==> config.mk <==
export PLATFORM = sky130hd
export DESIGN_NAME = bcd_digit_scanner_flat
export DESIGN_NICKNAME = d
export VERILOG_FILES = /design/src/rtl/sevseg_pkg.sv /design/src/rtl/bcd_digit_scanner_if.sv /design/src/rtl/scan_tick_gen.sv /design/src/rtl/bcd_digit_scanner.sv /design/src/flat_wrapper.sv
export SDC_FILE = /design/constraint.sdc
export NUM_CORES = 1
export LEC_CHECK = 0
export ABC_AREA = 1
export CORE_UTILIZATION = 50
export CTS_BUF_LIST = sky130_fd_sc_hd__clkbuf_8
export DETAILED_ROUTE_END_ITERATION = 8
export MAX_ROUTING_LAYER = met4
export PLACE_DENSITY = 0.73
export SKIP_LAST_GASP = 1
export SLEW_MARGIN = 25
export SYNTH_ARGS = -nofsm -noshare
export SYNTH_HDL_FRONTEND = slang
export SYNTH_SLANG_ARGS = --single-unit
==> constraint.sdc <==
create_clock -name clk -period 6.85 [get_ports clk]
set_input_delay 1.37 -clock clk [delete_from_list [all_inputs] [get_ports clk]]
set_output_delay 1.37 -clock clk [all_outputs]
set_load 0.01 [all_outputs]
==> src/rtl/sevseg_pkg.sv <==
// Shared definitions for the seven-segment display path.
// BCD widths, limits and the digit-scan state encoding.
package sevseg_pkg;

   localparam int BCD_W = 4;
   localparam logic [BCD_W-1:0] BCD_MAX = 4'd9;

   typedef enum logic [1:0] {
      IDLE,
      BLANK,
      ON
   } scan_state_e;

endpackage

==> src/rtl/bcd_digit_scanner_if.sv <==
// Bundle between the digit source and the display scanner.
// The master supplies digits and enables, the slave drives the display.
interface bcd_digit_scanner_if #(
   parameter int NUM_DIGITS = 4
);

   logic                                   en;
   logic [sevseg_pkg::BCD_W*NUM_DIGITS-1:0] digits_in;
   logic [NUM_DIGITS-1:0]                  dp_in;
   logic                                   lz_blank;
   logic [sevseg_pkg::BCD_W-1:0]           bcd_out;
   logic                                   dp_out;
   logic [NUM_DIGITS-1:0]                  an_n;
   logic                                   blank_out;
   logic                                   frame_start;

   modport master (
      output en, digits_in, dp_in, lz_blank,
      input  bcd_out, dp_out, an_n, blank_out, frame_start
   );

   modport slave (
      input  en, digits_in, dp_in, lz_blank,
      output bcd_out, dp_out, an_n, blank_out, frame_start
   );

endinterface

==> src/rtl/scan_tick_gen.sv <==
// Slot prescaler: counts each digit slot and flags the end of the
// dead time and the end of the slot.
module scan_tick_gen #(
   parameter int REFRESH_DIV  = 50000,
   parameter int BLANK_CYCLES = 16
) (
   input  logic clk,
   input  logic rst_n,
   input  logic clr,
   input  logic run,
   output logic blank_done,
   output logic slot_done
);

   localparam int CW = (REFRESH_DIV > 1) ? $clog2(REFRESH_DIV) : 1;

   logic [CW-1:0] cnt;

   assign slot_done  = run && (cnt == CW'(REFRESH_DIV - 1));
   assign blank_done = run && (cnt == CW'(BLANK_CYCLES - 1));

   always_ff @(posedge clk or negedge rst_n) begin
      if (!rst_n) begin
         cnt <= '0;
      end else if (clr || !run || slot_done) begin
         cnt <= '0;
      end else begin
         cnt <= cnt + 1'b1;
      end
   end

endmodule

==> src/rtl/bcd_digit_scanner.sv <==
// Multiplexes snapshotted BCD digits onto one decoder with dead time
// between digits and optional leading-zero blanking.
module bcd_digit_scanner
   import sevseg_pkg::*;
#(
   parameter int NUM_DIGITS   = 4,
   parameter int REFRESH_DIV  = 50000,
   parameter int BLANK_CYCLES = 16
) (
   input logic               clk,
   input logic               rst_n,
   bcd_digit_scanner_if.slave scan
);

   localparam int IW = (NUM_DIGITS > 1) ? $clog2(NUM_DIGITS) : 1;
   localparam int DW = BCD_W * NUM_DIGITS;
   localparam logic [IW-1:0] LAST = IW'(NUM_DIGITS - 1);

   scan_state_e state, nxt;
   logic [IW-1:0] idx, nidx;
   logic [DW-1:0] snap_d, src_d;
   logic [NUM_DIGITS-1:0] snap_dp, src_dp, zmask, an_q, an_d;
   logic snap_lz, src_lz;
   logic blank_done, slot_done;
   logic fs_q, fs_d, dp_q, dp_d, blk_q, blk_d;
   logic supp_q, supp_d, acc, blank_entry;
   logic [BCD_W-1:0] bcd_q, bcd_d, dig;

   scan_tick_gen #(
      .REFRESH_DIV  (REFRESH_DIV),
      .BLANK_CYCLES (BLANK_CYCLES)
   ) u_tick (
      .clk        (clk),
      .rst_n      (rst_n),
      .clr        (!scan.en),
      .run        (state != IDLE),
      .blank_done (blank_done),
      .slot_done  (slot_done)
   );

   always_ff @(posedge clk or negedge rst_n) begin
      if (!rst_n) begin
         state <= IDLE;
         idx   <= '0;
      end else begin
         state <= nxt;
         idx   <= nidx;
      end
   end

   always_comb begin
      nxt  = state;
      nidx = idx;
      if (!scan.en) begin
         nxt  = IDLE;
         nidx = '0;
      end else begin
         unique case (state)
            IDLE: begin
               nxt  = BLANK;
               nidx = '0;
            end
            BLANK: if (blank_done) nxt = ON;
            ON: if (slot_done) begin
               nxt  = BLANK;
               nidx = (idx == LAST) ? '0 : idx + 1'b1;
            end
            default: begin
               nxt  = IDLE;
               nidx = '0;
            end
         endcase
      end
   end

   // The slot about to start sees the new snapshot on a frame start.
   always_comb begin
      blank_entry = (nxt == BLANK) && (state != BLANK);
      fs_d   = blank_entry && (nidx == '0);
      src_d  = fs_d ? scan.digits_in : snap_d;
      src_dp = fs_d ? scan.dp_in : snap_dp;
      src_lz = fs_d ? scan.lz_blank : snap_lz;
      acc    = 1'b1;
      zmask  = '0;
      for (int k = NUM_DIGITS - 1; k >= 0; k--) begin
         acc      = acc && (src_d[k*BCD_W +: BCD_W] == '0);
         zmask[k] = acc;
      end
      dig    = src_d[nidx*BCD_W +: BCD_W];
      supp_d = supp_q;
      bcd_d  = bcd_q;
      dp_d   = dp_q;
      if (nxt == IDLE) begin
         supp_d = 1'b0;
         bcd_d  = '0;
         dp_d   = 1'b0;
      end else if (blank_entry) begin
         supp_d = (dig > BCD_MAX) ||
                  (src_lz && (nidx != '0) && zmask[nidx]);
         bcd_d  = dig;
         dp_d   = src_dp[nidx] && !supp_d;
      end
      an_d = '1;
      if ((nxt == ON) && !supp_q) an_d[idx] = 1'b0;
      blk_d = (nxt != ON) || supp_q;
   end

   always_ff @(posedge clk or negedge rst_n) begin
      if (!rst_n) begin
         snap_d  <= '0;
         snap_dp <= '0;
         snap_lz <= 1'b0;
         supp_q  <= 1'b0;
         an_q    <= '1;
         bcd_q   <= '0;
         dp_q    <= 1'b0;
         blk_q   <= 1'b1;
         fs_q    <= 1'b0;
      end else begin
         if (fs_d) begin
            snap_d  <= scan.digits_in;
            snap_dp <= scan.dp_in;
            snap_lz <= scan.lz_blank;
         end
         supp_q <= supp_d;
         an_q   <= an_d;
         bcd_q  <= bcd_d;
         dp_q   <= dp_d;
         blk_q  <= blk_d;
         fs_q   <= fs_d;
      end
   end

   assign scan.an_n        = an_q;
   assign scan.bcd_out     = bcd_q;
   assign scan.dp_out      = dp_q;
   assign scan.blank_out   = blk_q;
   assign scan.frame_start = fs_q;

endmodule

==> src/flat_wrapper.sv <==
// flat-port wrapper written by rule: the top's interface ports become plain ports
module bcd_digit_scanner_flat import sevseg_pkg::*;
#(
   parameter int NUM_DIGITS   = 4,
   parameter int REFRESH_DIV  = 50000,
   parameter int BLANK_CYCLES = 16
)
  (clk, rst_n, scan_en, scan_digits_in, scan_dp_in, scan_lz_blank, scan_bcd_out, scan_dp_out, scan_an_n, scan_blank_out, scan_frame_start);
  bcd_digit_scanner_if #(.NUM_DIGITS(NUM_DIGITS)) scan_i ();
  input logic clk;
  input logic rst_n;
  input wire logic [$bits(scan_i.en)-1:0] scan_en;
  input wire logic [$bits(scan_i.digits_in)-1:0] scan_digits_in;
  input wire logic [$bits(scan_i.dp_in)-1:0] scan_dp_in;
  input wire logic [$bits(scan_i.lz_blank)-1:0] scan_lz_blank;
  output wire logic [$bits(scan_i.bcd_out)-1:0] scan_bcd_out;
  output wire logic [$bits(scan_i.dp_out)-1:0] scan_dp_out;
  output wire logic [$bits(scan_i.an_n)-1:0] scan_an_n;
  output wire logic [$bits(scan_i.blank_out)-1:0] scan_blank_out;
  output wire logic [$bits(scan_i.frame_start)-1:0] scan_frame_start;
  assign scan_i.en = scan_en;
  assign scan_i.digits_in = scan_digits_in;
  assign scan_i.dp_in = scan_dp_in;
  assign scan_i.lz_blank = scan_lz_blank;
  assign scan_bcd_out = scan_i.bcd_out;
  assign scan_dp_out = scan_i.dp_out;
  assign scan_an_n = scan_i.an_n;
  assign scan_blank_out = scan_i.blank_out;
  assign scan_frame_start = scan_i.frame_start;
  bcd_digit_scanner #(.NUM_DIGITS(NUM_DIGITS), .REFRESH_DIV(REFRESH_DIV), .BLANK_CYCLES(BLANK_CYCLES)) u_core (.clk(clk), .rst_n(rst_n), .scan(scan_i));
endmodule
==> summary.txt, run 1 <==
Timing
  – WHS: 0.465 ns
  – Final min period: 3.38 ns
  – Setup TNS: 0 ns
  – RSZ-0062 raised after global routing: false
  – Max-slew violation count: 0
  – Fmax: 296 MHz
  – Final setup viols: 0
  – Slew headroom: 0.548
  – Period utilization: 0.494
  – Least-Margin Pin Slew: 0.671 ns
  – Final worst setup slack: 3.47 ns
  – Setup Skew: 0.00542 ns
  – Final Hold Vio Count: 0

Synth
  – Most instantiated library cell after synthesis: nand2_1
  – Synth warn: 0
  – Avg Cell Area, Syn: 7.93 um2
  – Gate count after technology mapping: 349
  – Post-synthesis sequential area ratio: 0.482
  – Post-synth net total: 382
  – Synth Cell Area: 2770 um2
  – Yosys reg bits: 53
  – Netlist cell types: 36
  – Leading area contributor after synthesis: dfrtp_1
  – Most frequent cells after synthesis: nand2_1, inv_1, dfrtp_1
  – EDFF count, synth: 0
  – Top cell type's share of synthesized area: 0.434
  – Post-synth top flop: dfrtp_1
  – Synth area leaders: dfrtp_1, nand2_1, inv_1, dfstp_2, nor2_1
  – Async S/R FF share, synth: 1.00

Global routing
  – Global-route wire length before repair: 9960 um
  – Tot GR Track Use: 0.221
  – Vias in the first global route: 2,194
  – Initial antenna violation count: 0
  – Largest net degree at the start of global routing: 54
  – Total gr overflow: 0

Layout
  – Ant diodes: 0
  – Area growth, synth to finish: 18.7%
  – Finished Core Util: 0.631
  – Final nets: 420
  – Fill count: 463
  – Layout cells sized above 1: 0.101
  – FF/Latch Area: 1330 um2
  – Design area: 3280 um2
  – Multi-input logic area: 1180 um2
  – Post-route non-filler standard cell count: 458

Floorplanning
  – Number of I/O pins: 35
  – Die area: 5830 um2
  – Rows: 26
  – Core outline area: 5200 um2
  – Die X: 76.4 um
  – Die height: 76.4 um
  – Initial core utilization: 0.531

Worst hold path
  – Worst hold path type: flip-flop to flip-flop

Outcome
  – Run status: completed

Pwr
  – Comb pwr share: 0.162
  – P per Cell Area: 210 nW/um2
  – Sw Pwr: 183 uW
  – Leakage Power: 1.60 nW
  – Clock power share: 0.324
  – Tot Pwr: 688 uW
  – P_int: 505 uW
  – Sw Ratio: 0.266
  – VDD IR max: 0.127 mV
  – Flop pwr share: 0.513

Place
  – Post-Place Cell Area: 3160 um2
  – Placed insts: 450
  – Dpl ws: 3.19 ns
  – Port bufs: 34
  – Final Wtd Congestion: 0.905
  – HPWL after DPL: 4020 um

Critical path
  – CP arrival: 3.59 ns
  – CP Launch Type: input pin
  – CP Class: input pin to flip-flop
  – Worst Path Max Fanout: 33
  – Worst Path Required: 7.05 ns
  – CP Capture Type: flip-flop

Clocking
  – CTS tree: yes
  – Hold Buf Count CTS: 0
  – H-Tree Depth: 2
  – Worst skew pair latency: 0.30 ns
  – CTS root buffer: clkbuf_8
  – Worst-path clk slew: 0.10 ns
  – CTS max path bufs: 2
  – Cts bufs inserted: 5
  – Setup repair bufs after CTS: 0
  – Resized cells post-CTS: 0
  – Num Clock Sinks: 53

Drt
  – Total wire length: 5600 um
  – Vias per cell: 4.84
  – Via count: 2,217
  – DRT iter0 DRCs: 122
  – Drt pass-1 iters: 4
  – Routed len/inst: 12.2 um
  – Post-DRT Antenna Nets: 0
  – # DRC: 0

Run
  – Max-capacitance violation count: 0
-- final timing paths --
| path | start | to | slack (ns) | depth (start not counted) |
|---|---|---|---|---|
| min in group asynchronous | rst_n | u_core.u_tick.cnt[5] | 1.17 | 2 |
| max reg2reg | u_core.state[0] | u_core.scan.dp_out | 3.89 | 18 |
| min reg2reg | u_core.u_tick.cnt[0] | u_core.u_tick.cnt[0] | 0.46 | 1 |
| max in group asynchronous | rst_n | u_core.snap_d[13] | 5.22 | 2 |
| min | u_core.u_tick.cnt[0] | u_core.u_tick.cnt[0] | 0.46 | 1 |
| max | scan_en | u_core.scan.dp_out | 3.47 | 12 |
-- power by group through the flow --
stage / Sequential, mW / Clock (mW) / Combinational [mW]
floorplan: 0.357 / 0 / 0.0671
global placement: 0.358 / 0 / 0.108
detailed placement: 0.359 / 0 / 0.110
CTS: 0.353 / 0.228 / 0.112
global route: 0.356 / 0.238 / 0.127
finish: 0.353 / 0.223 / 0.112
-- cell usage in the layout, fill, tap and decap left out, types with 2 or more instances in the layout --
cell | synthesis | routed
nor2_1 | 32 | 32
nor2_2 | 3 | 3
nand3_2 | 3 | 3
nand4_1 | 2 | 2
nor3_1 | 12 | 12
clkbuf_8 | 0 | 6
dfstp_2 | 5 | 5
o21ai_1 | 4 | 4
o21ai_2 | 2 | 2
ha_1 | 9 | 9
nand2_4 | 2 | 2
inv_1 | 54 | 54
nand2_1 | 107 | 107
nor3b_1 | 5 | 5
a21oi_1 | 6 | 6
inv_2 | 3 | 3
clkdlybuf4s50_1 | 0 | 33
o21ai_0 | 12 | 12
nand2_2 | 8 | 8
dfrtp_1 | 48 | 48
nand3_1 | 14 | 14
-- routing by layer --
layer	wire length (um)	GRT usage
met5	0	-
met4	57	0.0731
met3	205	0.0371
met1	2770	0.296
met2	2570	0.344
-- cell type report --
type,count,area share
clock inverters,2,0.0114
multi-input cells,234,0.360
flip-flops and latches,53,0.406
repair buffers,35,0.104
clock buffers,6,0.0252
inverters,58,0.0663
well taps,70,0.0267
-- flip-flops by register name, summed over array words and instances (netlist names) --
name,flops
u_core.scan.blank_out,1
u_core.state,2
u_core.snap_lz,1
u_core.scan.frame_start,1
u_core.u_tick.cnt,16
u_core.scan.an_n,4
u_core.idx,2
u_core.scan.bcd_out,4
u_core.snap_dp,4
u_core.scan.dp_out,1
u_core.supp_q,1
u_core.snap_d,16
-- critical path, stage by stage --
cell,delay (ns)
clkdlybuf4s50_1,0.51
inv_1,0.05
nor2_1,0.24
nand3_4,0.19
nor2_8,0.40
nand2_2,0.12
nand2_1,0.13
nand3_1,0.09
nor2_1,0.15
nand3_1,0.15
nand3_1,0.11
nand2_1,0.05
-- kinds of logic after synthesis --
kind of cell             after synthesis  share of synthesized area
AND/OR/NAND/NOR                      193                      0.318
buffers and inverters                 62                     0.0909
flip-flops                            53                      0.482
AO/OA/AOI/OAI                         31                     0.0656
adder cells (fa/ha/maj)                9                     0.0407
XOR/XNOR                               1                    0.00317
No activity file was read; power rests on OpenSTA's default activity.
==> run 2, diff against run 1 <==
--- a/config.mk
+++ b/config.mk
@@ -10,7 +10,7 @@
 export CTS_BUF_LIST = sky130_fd_sc_hd__clkbuf_8
 export DETAILED_ROUTE_END_ITERATION = 8
 export MAX_ROUTING_LAYER = met4
-export PLACE_DENSITY = 0.73
+export PLACE_DENSITY = 0.76
 export SKIP_LAST_GASP = 1
 export SLEW_MARGIN = 25
 export SYNTH_ARGS = -nofsm -noshare
==> constraint.sdc (replaced) <==
create_clock -name clk -period 2.91 [get_ports clk]
set_input_delay 0.582 -clock clk [delete_from_list [all_inputs] [get_ports clk]]
set_output_delay 0.582 -clock clk [all_outputs]
set_load 0.01 [all_outputs]
==> run 2 against run 1 <==
Die area stayed put. Sequential cell count stayed put. Clock power is 140% higher. Critical path depth is 9 higher. Setup slack worse by 3.3 ns. Global-route usage is 0.24 points higher. Wire length is 14% higher. Register-to-register slack worse by 3.8 ns. Sequential share of layout area is 1.9 points lower. Combinational power grew to 2.7 times the previous value. Critical path type is now flip-flop to flip-flop.
==> summary.txt, run 2 (same netlist as run 1, synthesis figures left out) <==
Clocking
  – CTS root buffer: clkbuf_8
  – Worst skew pair latency: 0.31 ns
  – H-Tree Depth: 2
  – Cts bufs inserted: 5
  – Num Clock Sinks: 53
  – CTS max path bufs: 2
  – CTS tree: yes
  – Worst-path clk slew: 0.10 ns

Timing
  – Final Hold Vio Count: 0
  – Setup TNS: 0 ns
  – Setup Skew: 0.0118 ns
  – Period utilization: 0.957
  – Least-Margin Pin Slew: 0.667 ns
  – Final setup viols: 0
  – Final min period: 2.79 ns
  – Slew headroom: 0.556
  – Fmax: 359 MHz
  – Max-slew violation count: 0
  – WHS: 0.381 ns
  – Final worst setup slack: 0.124 ns

Critical path
  – Worst Path Max Fanout: 8
  – CP Class: flip-flop to flip-flop
  – CP Launch Type: flip-flop
  – CP arrival: 2.99 ns
  – Worst Path Required: 3.12 ns
  – CP Capture Type: flip-flop

Place
  – HPWL after DPL: 4220 um
  – Final Wtd Congestion: 0.901
  – Dpl ws: 0.112 ns
  – Placed insts: 452
  – Port bufs: 34

Run
  – Max-capacitance violation count: 0

Global routing
  – Vias in the first global route: 2,266
  – Initial antenna violation count: 0
  – Tot GR Track Use: 0.224
  – Largest net degree at the start of global routing: 54
  – Total gr overflow: 0
  – Global-route wire length before repair: 10,100 um

Floorplanning
  – Initial core utilization: 0.531
  – Die area: 5830 um2
  – Number of I/O pins: 35
  – Die height: 76.4 um
  – Core outline area: 5200 um2
  – Rows: 26
  – Die X: 76.4 um

Layout
  – Final nets: 430
  – Layout cells sized above 1: 0.146
  – Most frequent cells in the layout: nand2_1, inv_1, dfrtp_1
  – Most common cell after layout, fill and taps aside: nand2_1
  – Post-route non-filler standard cell count: 468
  – Fill count: 436
  – Ant diodes: 0
  – Area growth, synth to finish: 24.5%
  – Largest regs: u_core.snap_d x16, u_core.u_tick.cnt x16
  – Finished Core Util: 0.662

Drt
  – Total wire length: 6380 um
  – DRT iter0 DRCs: 151
  – Via count: 2,403
  – Vias per cell: 5.13
  – # DRC: 0
  – Drt pass-1 iters: 4
  – Routed len/inst: 13.6 um
  – Post-DRT Antenna Nets: 0

Pwr
  – VDD IR max: 0.312 mV
  – P per Cell Area: 483 nW/um2
  – Leakage Power: 1.67 nW

Worst hold path
  – Worst hold path type: input pin to asynchronous set/reset pin

Outcome
  – Run status: completed
run 2: report_power, final:
part / switching, mW / internal (mW) / leakage (nW)
Clock: 0.249 / 0.280 / 0.0574
Sequential: 0.0251 / 0.804 / 0.669
Combinational: 0.175 / 0.131 / 0.947
Total: 0.448 / 1.21 / 1.67
run 2: worst paths after layout:
path | to | slack (ns) | from | depth (start not counted)
setup / recovery | u_core.supp_q | 0.12 | u_core.state[1] | 21
hold / removal | u_core.u_tick.cnt[3] | 0.38 | rst_n | 2
setup reg to reg | u_core.supp_q | 0.12 | u_core.state[1] | 21
hold reg to reg | u_core.u_tick.cnt[0] | 0.47 | u_core.u_tick.cnt[0] | 1
max in group asynchronous | u_core.snap_dp[2] | 2.08 | rst_n | 2
min in group clk | u_core.u_tick.cnt[0] | 0.47 | u_core.u_tick.cnt[0] | 1
run 2: cell type report:
cell class / instances / area (um2) / area share
tap: 70 / 87.6 / 0.0254
clock inverter: 2 / 37.5 / 0.0109
inverter: 58 / 223 / 0.0647
multi-input combinational: 234 / 1210 / 0.352
sequential: 53 / 1330 / 0.387
clock buffer: 6 / 82.6 / 0.0240
timing repair buffer: 45 / 469 / 0.136
run 2: repair_timing:
item | 4_1_cts | 5_1_grt
hold buffers | 0 | 0
endpoints found under the setup margin | 0 | 6
buffers inserted | 0 | 5
gates resized for setup | 0 | 12
hold endpoints to repair | 0 | 0
run 2: stage by stage:
| step | total power, mW | area (um2) |
|---|---|---|
| after global routing | 1.74 | 3440 |
| after detailed placement | 1.11 | 3190 |
| after CTS | 1.64 | 3310 |
| after global placement | 1.10 | 3190 |
| final | 1.66 | 3440 |
| after floorplan | 0.999 | 2770 |
run 2: per-layer routing:
metal	track usage	vias to the layer above	share of wire
li1	-	1182	-
met1	0.267	1125	0.42
met2	0.378	82	0.51
met3	0.0359	14	0.044
met4	0.0885	0	0.021
met5	-	-	0
run 2: worst max-delay path, stage by stage (launching register included):
cell	delay, ns
dfrtp_1	0.43
inv_2	0.08
ha_2	0.20
inv_2	0.08
nand2_1	0.07
nor2_2	0.17
nand3_2	0.14
nand2_1	0.09
nand2_1	0.07
nand3_2	0.11
nand3_4	0.16
nor2_8	0.23
clkbuf_16	0.18
nand2_1	0.05
o21ai_1	0.12
nor2_1	0.09
nand2_1	0.07
nand2_1	0.05
nand3_1	0.11
nand2_1	0.07
nand2_1	0.06
nand2_1	0.04
==> RTL edit: new RTL, config.mk and constraints of run 2 <==
The 3 states of `scan_state_e` get a one-hot encoding in 3 bits.
--- a/src/rtl/sevseg_pkg.sv
+++ b/src/rtl/sevseg_pkg.sv
@@ -6,8 +6,8 @@
    localparam logic [BCD_W-1:0] BCD_MAX = 4'd9;
 
-   typedef enum logic [1:0] {
-      IDLE,
-      BLANK,
-      ON
+   typedef enum logic [2:0] {
+      IDLE  = 3'b001,
+      BLANK = 3'b010,
+      ON    = 3'b100
    } scan_state_e;
 
Check against the original RTL: no difference found for any inputs over 10 cycles, from zero or initial values and one cycle with rst_n low; not proved beyond that.
==> RTL edit against run 2 <==
  * Wire length is 15% lower
  * Final area is 3.8% lower
  * Worst setup slack better by 0.29 ns
  * Synthesized area is 2.1% higher
  * Final cell count is 3.4% lower
  * Utilization is 5.6 points lower
  * Sequential share of layout area is 2.3 points higher
  * Critical path depth is 5 lower
  * Sequential cell count is 1 higher
  * Critical path type unchanged
  * Largest cell class unchanged
Power is not compared: it rests on default switching activity, and its combinational part moved more than twofold at a synthesized area within 25%.
==> RTL edit: results <==
# TYPE chip_impl_metric gauge
chip_impl_info{name="status",value="finished, final reports clean"} 1
chip_impl_metric{name="synthDistinctLibCells",unit=""} 30
chip_impl_info{name="crit_start",value="u_core.u_tick.cnt[0]"} 1
chip_impl_metric{name="reg2reg_depth",unit=""} 16
chip_impl_metric{name="finish.instance_area",unit="um^2"} 3310
chip_impl_metric{name="layout.comb_gates.multi_input",unit=""} 233
chip_impl_metric{name="non_clock_buffer_share_of_cell_area",unit=""} 0.114
chip_impl_metric{name="period_minus_slack",unit="ns"} 2.50
chip_impl_metric{name="grt_max_degree",unit=""} 55
chip_impl_info{name="critical_path.endpoint",value="u_core.scan.dp_out"} 1
chip_impl_metric{name="placed_cells",unit=""} 444
chip_impl_metric{name="worst-r2r-setup-slack",unit="ns"} 0.41
chip_impl_metric{name="nNonClkInverters",unit=""} 47
chip_impl_metric{name="final.signal_buffer_count",unit=""} 38
chip_impl_metric{name="first_global_vias",unit=""} 2196
chip_impl_metric{name="multi_input_area_share",unit=""} 0.362
chip_impl_metric{name="detailedRoute.firstIterationViolations",unit=""} 110
chip_impl_metric{name="design.seq.count",unit=""} 54
chip_impl_metric{name="routed_wl",unit="um"} 5440
chip_impl_metric{name="fillerInstances",unit=""} 499
chip_impl_metric{name="detailed_place.area",unit="um^2"} 3200
chip_impl_metric{name="first_pass_grt_wire_length",unit="um"} 9830
chip_impl_metric{name="final.hold.worst_slack",unit="ns"} 0.234
chip_impl_metric{name="post_drt_via_cell_ratio",unit=""} 4.92
chip_impl_metric{name="register_area",unit="um^2"} 1360
RTL edit: cell types whose count changed in the layout (fill, tap and decap cells not counted), sizes merged, moves of 5 or more:
cell,delta
nor3,-6
nand4,+10
inv,-11
buf,-5
RTL edit: kinds of logic after synthesis:
family	synth area share
XOR/XNOR	0.00310
buffers and inverters	0.0943
flip-flops	0.481
AO/OA/AOI/OAI	0.0629
adder cells (fa/ha/maj)	0.0221
AND/OR/NAND/NOR	0.337
RTL edit: where the power goes:
group / switching, uW / internal [uW] / leakage, uW / total [uW]
clock network: 236 / 240 / 0.0000575 / 477
registers: 111 / 983 / 0.000685 / 1090
logic: 610 / 374 / 0.000872 / 984
total: 957 / 1600 / 0.00161 / 2560
RTL edit: metal layers:
| layer | routed length, um | GRT usage |
|---|---|---|
| met2 | 2530 | 0.335 |
| met4 | 104 | 0.0698 |
| met1 | 2560 | 0.281 |
| met3 | 242 | 0.0452 |
| met5 | 0 | - |
RTL edit: worst max-delay path, cell delays in order (launching register included):
cell and delay [ns]:
sky130_fd_sc_hd__dfrtp_1 0.37, sky130_fd_sc_hd__ha_1 0.21, sky130_fd_sc_hd__nand3_2 0.13, sky130_fd_sc_hd__nor2_4 0.20
sky130_fd_sc_hd__nand3_2 0.09, sky130_fd_sc_hd__nand3_2 0.10, sky130_fd_sc_hd__nand2_2 0.07, sky130_fd_sc_hd__nor2_4 0.12
sky130_fd_sc_hd__nand3_4 0.30, sky130_fd_sc_hd__inv_2 0.24, sky130_fd_sc_hd__nand2_1 0.09, sky130_fd_sc_hd__nand2_2 0.07
sky130_fd_sc_hd__nand3_1 0.08, sky130_fd_sc_hd__nor2_1 0.09, sky130_fd_sc_hd__nand3_1 0.10, sky130_fd_sc_hd__nand3_1 0.08
sky130_fd_sc_hd__nand2_1 0.05
